### src/rtl/uart_rx_cfg.sv
// Configurable UART receiver: 5..9 data bits, optional odd/even parity, 1 or 2 stop bits.
// Flags parity/framing errors and line breaks as pulses that line up with o_rx_valid.
module uart_rx_cfg #(
  parameter int CLKS_PER_BIT = 87,
  parameter int DATA_BITS    = 8,
  parameter int PARITY_MODE  = 0,
  parameter int STOP_BITS    = 1
) (
  input  logic                 i_clk,
  input  logic                 i_rst,
  input  logic                 i_rx_serial,
  output logic                 o_rx_valid,
  output logic [DATA_BITS-1:0] o_rx_data,
  output logic                 o_parity_err,
  output logic                 o_frame_err,
  output logic                 o_break,
  output logic                 o_busy
);
  localparam int CW = (CLKS_PER_BIT > 1) ? $clog2(CLKS_PER_BIT) : 1;
  localparam int IW = (DATA_BITS > 1) ? $clog2(DATA_BITS) : 1;
  localparam logic [CW-1:0] MID_C  = CW'((CLKS_PER_BIT - 1) / 2);
  localparam logic [CW-1:0] LAST_C = CW'(CLKS_PER_BIT - 1);
  localparam logic [IW-1:0] DLAST  = IW'(DATA_BITS - 1);
  localparam logic [IW-1:0] SLAST  = IW'(STOP_BITS - 1);
  localparam bit HAS_PAR = (PARITY_MODE != 0);
  localparam bit ODD_PAR = (PARITY_MODE == 1);

  typedef enum logic [2:0] {IDLE, START, DATA, PARITY, STOP, DONE, WAIT_HIGH} state_t;

  state_t               state, state_nxt;
  logic                 sync1, rxs;
  logic [CW-1:0]        cnt;
  logic [IW-1:0]        idx;
  logic [DATA_BITS-1:0] data_sr;
  logic                 par_bit, ferr_acc, any_one;
  logic                 cnt_clr, sample, load;

  always_ff @(posedge i_clk or posedge i_rst) begin
    if (i_rst) begin
      sync1 <= 1'b1;
      rxs   <= 1'b1;
    end else begin
      sync1 <= i_rx_serial;
      rxs   <= sync1;
    end
  end

  always_ff @(posedge i_clk or posedge i_rst) begin
    if (i_rst) state <= IDLE;
    else       state <= state_nxt;
  end

  always_comb begin
    state_nxt = state;
    cnt_clr   = 1'b0;
    sample    = 1'b0;
    load      = 1'b0;
    case (state)
      IDLE: begin
        cnt_clr = 1'b1;
        if (!rxs) state_nxt = START;
      end
      START: if (cnt == MID_C) begin
        cnt_clr   = 1'b1;
        state_nxt = rxs ? IDLE : DATA;
      end
      DATA: if (cnt == LAST_C) begin
        cnt_clr = 1'b1;
        sample  = 1'b1;
        if (idx == DLAST) state_nxt = HAS_PAR ? PARITY : STOP;
      end
      PARITY: if (cnt == LAST_C) begin
        cnt_clr   = 1'b1;
        sample    = 1'b1;
        state_nxt = STOP;
      end
      STOP: if (cnt == LAST_C) begin
        cnt_clr = 1'b1;
        sample  = 1'b1;
        if (idx == SLAST) begin
          load      = 1'b1;
          state_nxt = DONE;
        end
      end
      DONE: begin
        cnt_clr   = 1'b1;
        state_nxt = rxs ? IDLE : WAIT_HIGH;
      end
      WAIT_HIGH: begin
        cnt_clr = 1'b1;
        if (rxs) state_nxt = IDLE;
      end
      default: begin
        cnt_clr   = 1'b1;
        state_nxt = IDLE;
      end
    endcase
  end

  // Outputs are loaded on the last stop sample so they are live during DONE.
  always_ff @(posedge i_clk or posedge i_rst) begin
    if (i_rst) begin
      cnt          <= '0;
      idx          <= '0;
      data_sr      <= '0;
      par_bit      <= 1'b0;
      ferr_acc     <= 1'b0;
      any_one      <= 1'b0;
      o_rx_valid   <= 1'b0;
      o_rx_data    <= '0;
      o_parity_err <= 1'b0;
      o_frame_err  <= 1'b0;
      o_break      <= 1'b0;
    end else begin
      cnt          <= cnt_clr ? '0 : cnt + 1'b1;
      o_rx_valid   <= 1'b0;
      o_parity_err <= 1'b0;
      o_frame_err  <= 1'b0;
      o_break      <= 1'b0;
      if (state == IDLE) begin
        idx      <= '0;
        ferr_acc <= 1'b0;
        any_one  <= 1'b0;
      end
      if (sample) begin
        any_one <= any_one | rxs;
        idx     <= (state_nxt != state) ? '0 : idx + 1'b1;
        case (state)
          DATA:    data_sr <= {rxs, data_sr[DATA_BITS-1:1]};
          PARITY:  par_bit <= rxs;
          STOP:    if (!rxs) ferr_acc <= 1'b1;
          default: ;
        endcase
      end
      if (load) begin
        o_rx_valid   <= 1'b1;
        o_rx_data    <= data_sr;
        o_parity_err <= HAS_PAR && ((^data_sr ^ par_bit) != ODD_PAR);
        o_frame_err  <= ferr_acc | ~rxs;
        o_break      <= ~(any_one | rxs);
      end
    end
  end

  assign o_busy = (state != IDLE);
endmodule

### config.mk
export PLATFORM = sky130hd
export DESIGN_NAME = uart_rx_cfg
export DESIGN_NICKNAME = d
export VERILOG_FILES = /design/src/rtl/uart_rx_cfg.sv
export SDC_FILE = /design/constraint.sdc
export NUM_CORES = 1
export LEC_CHECK = 0
export ABC_AREA = 1
export CAP_MARGIN = 20
export CORE_MARGIN = 1.5
export CORE_UTILIZATION = 50
export CTS_CLUSTER_DIAMETER = 200
export DETAILED_ROUTE_END_ITERATION = 12
export GPL_TIMING_DRIVEN = 0
export PLACE_DENSITY_LB_ADDON = 0.25
export SKIP_LAST_GASP = 1
export SLEW_MARGIN = 20
export SYNTH_ARGS = -nofsm -noshare
export SYNTH_HDL_FRONTEND = slang
export SYNTH_SLANG_ARGS = --single-unit
### constraint.sdc
create_clock -name i_clk -period 3.4 [get_ports i_clk]
set_input_delay 0.34 -clock i_clk [delete_from_list [all_inputs] [get_ports i_clk]]
set_output_delay 0.34 -clock i_clk [all_outputs]
set_load 0.1 [all_outputs]
* Word level (Yosys, flattened, before mapping)
Index checks and enable logic that the tools add are counted.
** Storage, ports and cells
- Memories :: 0
- Memory bits (read-only) :: 0
- Logic and storage cells :: 65
- Latch bits :: 0
- Register bits :: 36
- Memory bits (writable) :: 0
** Operators by class
- Add/subtract/negate cells :: 2
- Divide/modulo/power cells :: 0
- Equal/unequal tests :: 10
- Shifts and indexed selects :: 0
- Bitwise gates (word level) :: 4
- Mux-type cells :: 31
- Reductions and logical operators :: 6
- $lt $le $gt $ge :: 0
- Multipliers :: 0
** Operators with widths (count)
- 3-bit two-way mux :: 12
- 3-bit one-hot mux with 7 select lines :: 1
- 1-bit two-way mux :: 15
- 3-bit == test, second input constant :: 4
- 7-bit by 1-bit adder with 7-bit output, second input constant :: 1
- 7-bit by 6-bit == test with 1-bit output, second input constant :: 1
- 7-bit == test, second input constant :: 1
- 7-bit two-way mux :: 1
- 3-bit by 2-bit == test with 1-bit output, second input constant :: 2
- 3-bit logical NOT :: 2
- 3-bit by 1-bit adder with 3-bit output, second input constant :: 1
- 3-bit by 1-bit == test with 1-bit output, second input constant :: 1
- 3-bit != test :: 1
- 3-bit nonzero test :: 1
- 3-bit OR reduction :: 1
- 2-bit two-way mux :: 1
- 1-bit NOT :: 2
- 1-bit OR :: 2
- 1-bit one-hot mux with 2 select lines :: 1
- 2-bit AND reduction :: 1
- 2-bit nonzero test :: 1

* Logic depth before layout (Yosys ltp)
Gate-level depths: netlist of the first run.
- Depth after elaboration :: 7
- Depth in mapped cells :: 10
- Gate-level depth less buffers :: 10

* Least setup slack after synthesis of the first run
No wires, ideal clock.
- Path type :: register -> register
- Start :: register state[2]
- End :: register idx[0]
- Buffers on the path :: 1
- Stages on the path, launching flop included :: 8
- Data arrival time :: 1452 ps
- Path slack :: 1830 ps
- Clock period less this slack :: 1570 ps
- Data required time :: 3282 ps
- Cells stage by stage :: dfrtp_1 -> buf_2 -> nor3_1 -> inv_1 -> nand2_1 -> inv_1 -> nand2_1 -> nand2_1
** On the way
- Cells in the longest elaborated chain, start to end :: 6
- Elaborated cells on any way between the ends :: 22
** Ends and longest elaborated chain
- from (decl) :: line 30 : state_t state, state_nxt;
- from (signal assigned) :: line 50 : else state <= state_nxt;
- 3-bit two-way mux, on equally long branches :: line 80, 70
- 3-bit two-way mux, on equally long branches :: line 77, 67
- 3-bit one-hot mux with 7 select lines :: line 58 : case (state)
- 3-bit != test :: line 127 : idx <= (state_nxt != state) ? '0 : idx + 1'b1;
- 3-bit two-way mux :: line 127
- 3-bit two-way mux :: line 125 : if (sample) begin
- to (signal assigned) :: line 127
- to (decl) :: line 33 : logic [IW-1:0] idx;
Parallel ways exist; a longest one is shown, timed or not.
A chain may end at the register's enable or synchronous reset.

* Final worst setup path of the first run
- Start :: register state[2]
- End :: output port o_busy
** On the way
- Cells in the longest elaborated chain, start to end :: 1
** Ends and longest elaborated chain
- 3-bit nonzero test :: line 145 : assign o_busy = (state != IDLE);
- to (decl) :: line 17 : output logic o_busy
No other way between the ends.

==> results of run 1 <==
-- kinds of logic after synthesis --
family,count (synthesis),share of synthesized area (%)
simple gates,87,23.08
flops,36,53.76
buf+inv,33,8.637
compound gates,23,9.009
fa+ha+maj,5,3.723
xor+xnor,3,1.564
other cells,1,0.2232
-- synth_stat cells (3+ instances only) --
cell	n
dfrtp_1	34
inv_1	27
nand2_1	47
o21ai_1	9
nor2_1	19
ha_1	5
nand3_1	7
o21ai_0	3
nand2_2	3
nand4_1	4
o21ai_2	8
-- layer usage --
layer / vias up / part of all wire [%] / GRT usage, %
li1: 621 / - / -
met1: 583 / 45 / 22.34
met2: 21 / 50 / 29.03
met3: 5 / 3.7 / 6.397
met4: 0 / 1.4 / 8.075
met5: - / 0 / 0
-- power by group through the flow --
stage               Sequential [W]  Clock [W]  Combinational, W
floorplan                 0.000460          0         0.0000982
global placement          0.000462          0          0.000120
detailed placement        0.000463          0          0.000123
CTS                       0.000455   0.000255          0.000123
global route              0.000458   0.000269          0.000137
finish                    0.000455   0.000247          0.000121
-- state kept, by name (all words and copies together), names as in the netlist --
register,cells
cnt,7
o_frame_err,1
any_one,1
data_sr,8
o_rx_data,8
idx,3
o_rx_valid,1
rxs,1
sync1,1
o_break,1
state,3
ferr_acc,1
-- worst register-to-register path: cells and delay by family, from the launching register on --
family,cells,cell delay [ps]
AND/OR/NAND/NOR,4,520
flip-flops,1,430
buffers and inverters,2,280
adder cells (fa/ha/maj),1,160
AO/OA/AOI/OAI,1,60
-- path summary, 6_finish.rpt --
check	to	depth (start not counted)
worst max-delay path	o_busy	4
max in group asynchronous	idx[2]$_DFFE_PP0P_	2
min in group asynchronous	o_rx_data[2]$_DFFE_PP0P_	2
worst max register to register	data_sr[0]$_DFFE_PP0P_	8
worst min-delay path	rxs$_DFF_PP1_	0
worst min register to register	rxs$_DFF_PP1_	0
-- layout make-up --
class	instances	area (sq um)	share of cell area, %
inverter	28	105.1	5.416
timing repair buffer	14	140.1	7.221
sequential	36	903.4	46.55
buffer	5	40.04	2.063
clock buffer	7	65.06	3.353
multi-input combinational	119	631.9	32.56
tap	44	55.05	2.837
-- through the flow --
stage / cell area, sq um / instances
floorplan: 1680 / 188
global placement: 1876 / 246
detailed placement: 1876 / 246
CTS: 1941 / 253
global route: 1941 / 253
finish: 1941 / 253
==> run metrics, run 1 <==
status=finished, final reports clean; CP cell instances=buf_2, nor3_1, inv_1, clkdlybuf4s50_1; worst skew pair latency=340 ps; Synth async-reset ratio=100.0%; # clock sinks=36; Hold Slack=362.0 ps; global-route wire length before repair=4.823 mm; Final #Nets=217; clock group share of total power=30.0%; Clock Pin Slew Worst Setup and Hold Paths=90 ps; clk buf depth=2; gpl congestion=0.8095; combinational share of power=14.7%; slowest stage cell, crit path=clkdlybuf4s50_1; period utilization=74.61%; worst-margin pin slew=963.3 ps; P_int=0.0005931 W; min-delay worst type=reg -> reg; Synth Flop Type=dfrtp_1; PwrDens=423.9 mW/mm^2; initial antenna violation count=0; Root Driver=clkbuf_4; global route overflow=0; Synth top area share=50.63%; Req. time, crit path=3060 ps; Synth area leaders=dfrtp_1 (51%), nand2_1 (10%), inv_1 (6.0%); synthesized cell area=0.001680 sq mm; register area share after synthesis=53.76%; Port-buffer cells=14; final hold violation count=0; area grow syn2layout=15.49%; RSZ-0062 raised after global routing=no; EDFF count, synth=0; Top Ports=16; final setup margin=863.1 ps; Setup Crit Path Kind=reg -> out; min cycle time layout=2537 ps; Leak=0.9213 nW; r2r startpoint=cnt[0]$_DFF_PP0_; average cell area after synthesis=8.938 sq um; WL final=2.770 mm; Final HPWL DP=2.072 mm; final setup vio count=0; Tot GR Track Use=18.21%; num rows=20; Mapped Cells=188; filler cell count=255; crit path from=state[2]$_DFF_PP0_; syn_nets=196; post-place setup slack=1229 ps; commonest non-fill, non-tap cell in the layout=nand2_1; DRC=0; core area=0.003128 sq mm; Post-CTS Setup Bufs=0; utilization after layout=62.04%; total die area=0.003717 sq mm; CP Max Fanout=9; largest net degree at the start of global routing=37; #FFs+latches synth=36; average wire per standard cell=10.95 um; CTS resizes=0; diodes inserted=0; Top delay family on crit path=buffers and inverters; Max transition margin=35.58%; Via-to-Cell Ratio=4.862; vias=1230; data arrival time of the worst path=2200 ps; peak supply drop=264.7 uV; Yosys top cell by area=dfrtp_1; Worst Setup End Kind=output pin; Pre-antenna DRT Iters=4; Initial Util=53.72%; crit path buf inv count=3; Worst path max stage delay=1150 ps; switching share of power=27.91%; Antenna Nets Post-Route=0; max frequency=0.3942 GHz; Num CTS Buffers=5; most frequent cells in the layout=nand2_1 (47), dfrtp_1 (34), inv_1 (26); Slew Limit Fails=0; CTS tree=yes; Hold Startpoint=sync1$_DFF_PP1_; setup TNS=0 ps; H-tree Lvls=2; hold_buf cts=0; max_cap viols=0; R2R Setup Slk=1860 ps; Yosys warning total=0; Flop pwr share=55.3%; layout cells sized above 1=14.83%; Die Y=60.97 um; NetSw=0.0002296 W; post-synth cell types=27; Setup Skew=5.392 ps; number of global-route vias before repair=1144; Power, Total=0.0008227 W; startpoint class of the critical path=flip-flop; Die Wd=60.97 um; initial drt markers=67
Note: power is estimated with default switching activity, not from simulation.
==> inputs of run 2 (changes only) <==
- clock period: 3.4 -> 2.6 ns (I/O delays scaled with it)
==> results of run 2 <==
Same layout as run 1 (identical final DEF). Status: finished, final reports clean.
Among the figures that moved: setup slack after placement 1229 ps -> 509.1 ps; setup slack after layout 863.1 ps -> 143.1 ps; hold slack 362.0 ps -> 322.6 ps; register-to-register setup slack 1860 ps -> 1060 ps; end point of the worst hold path rxs$_DFF_PP1_ -> sync1$_DFF_PP1_; total power 0.0008227 W -> 0.001076 W; worst IR drop on VDD 264.7 uV -> 346.1 uV
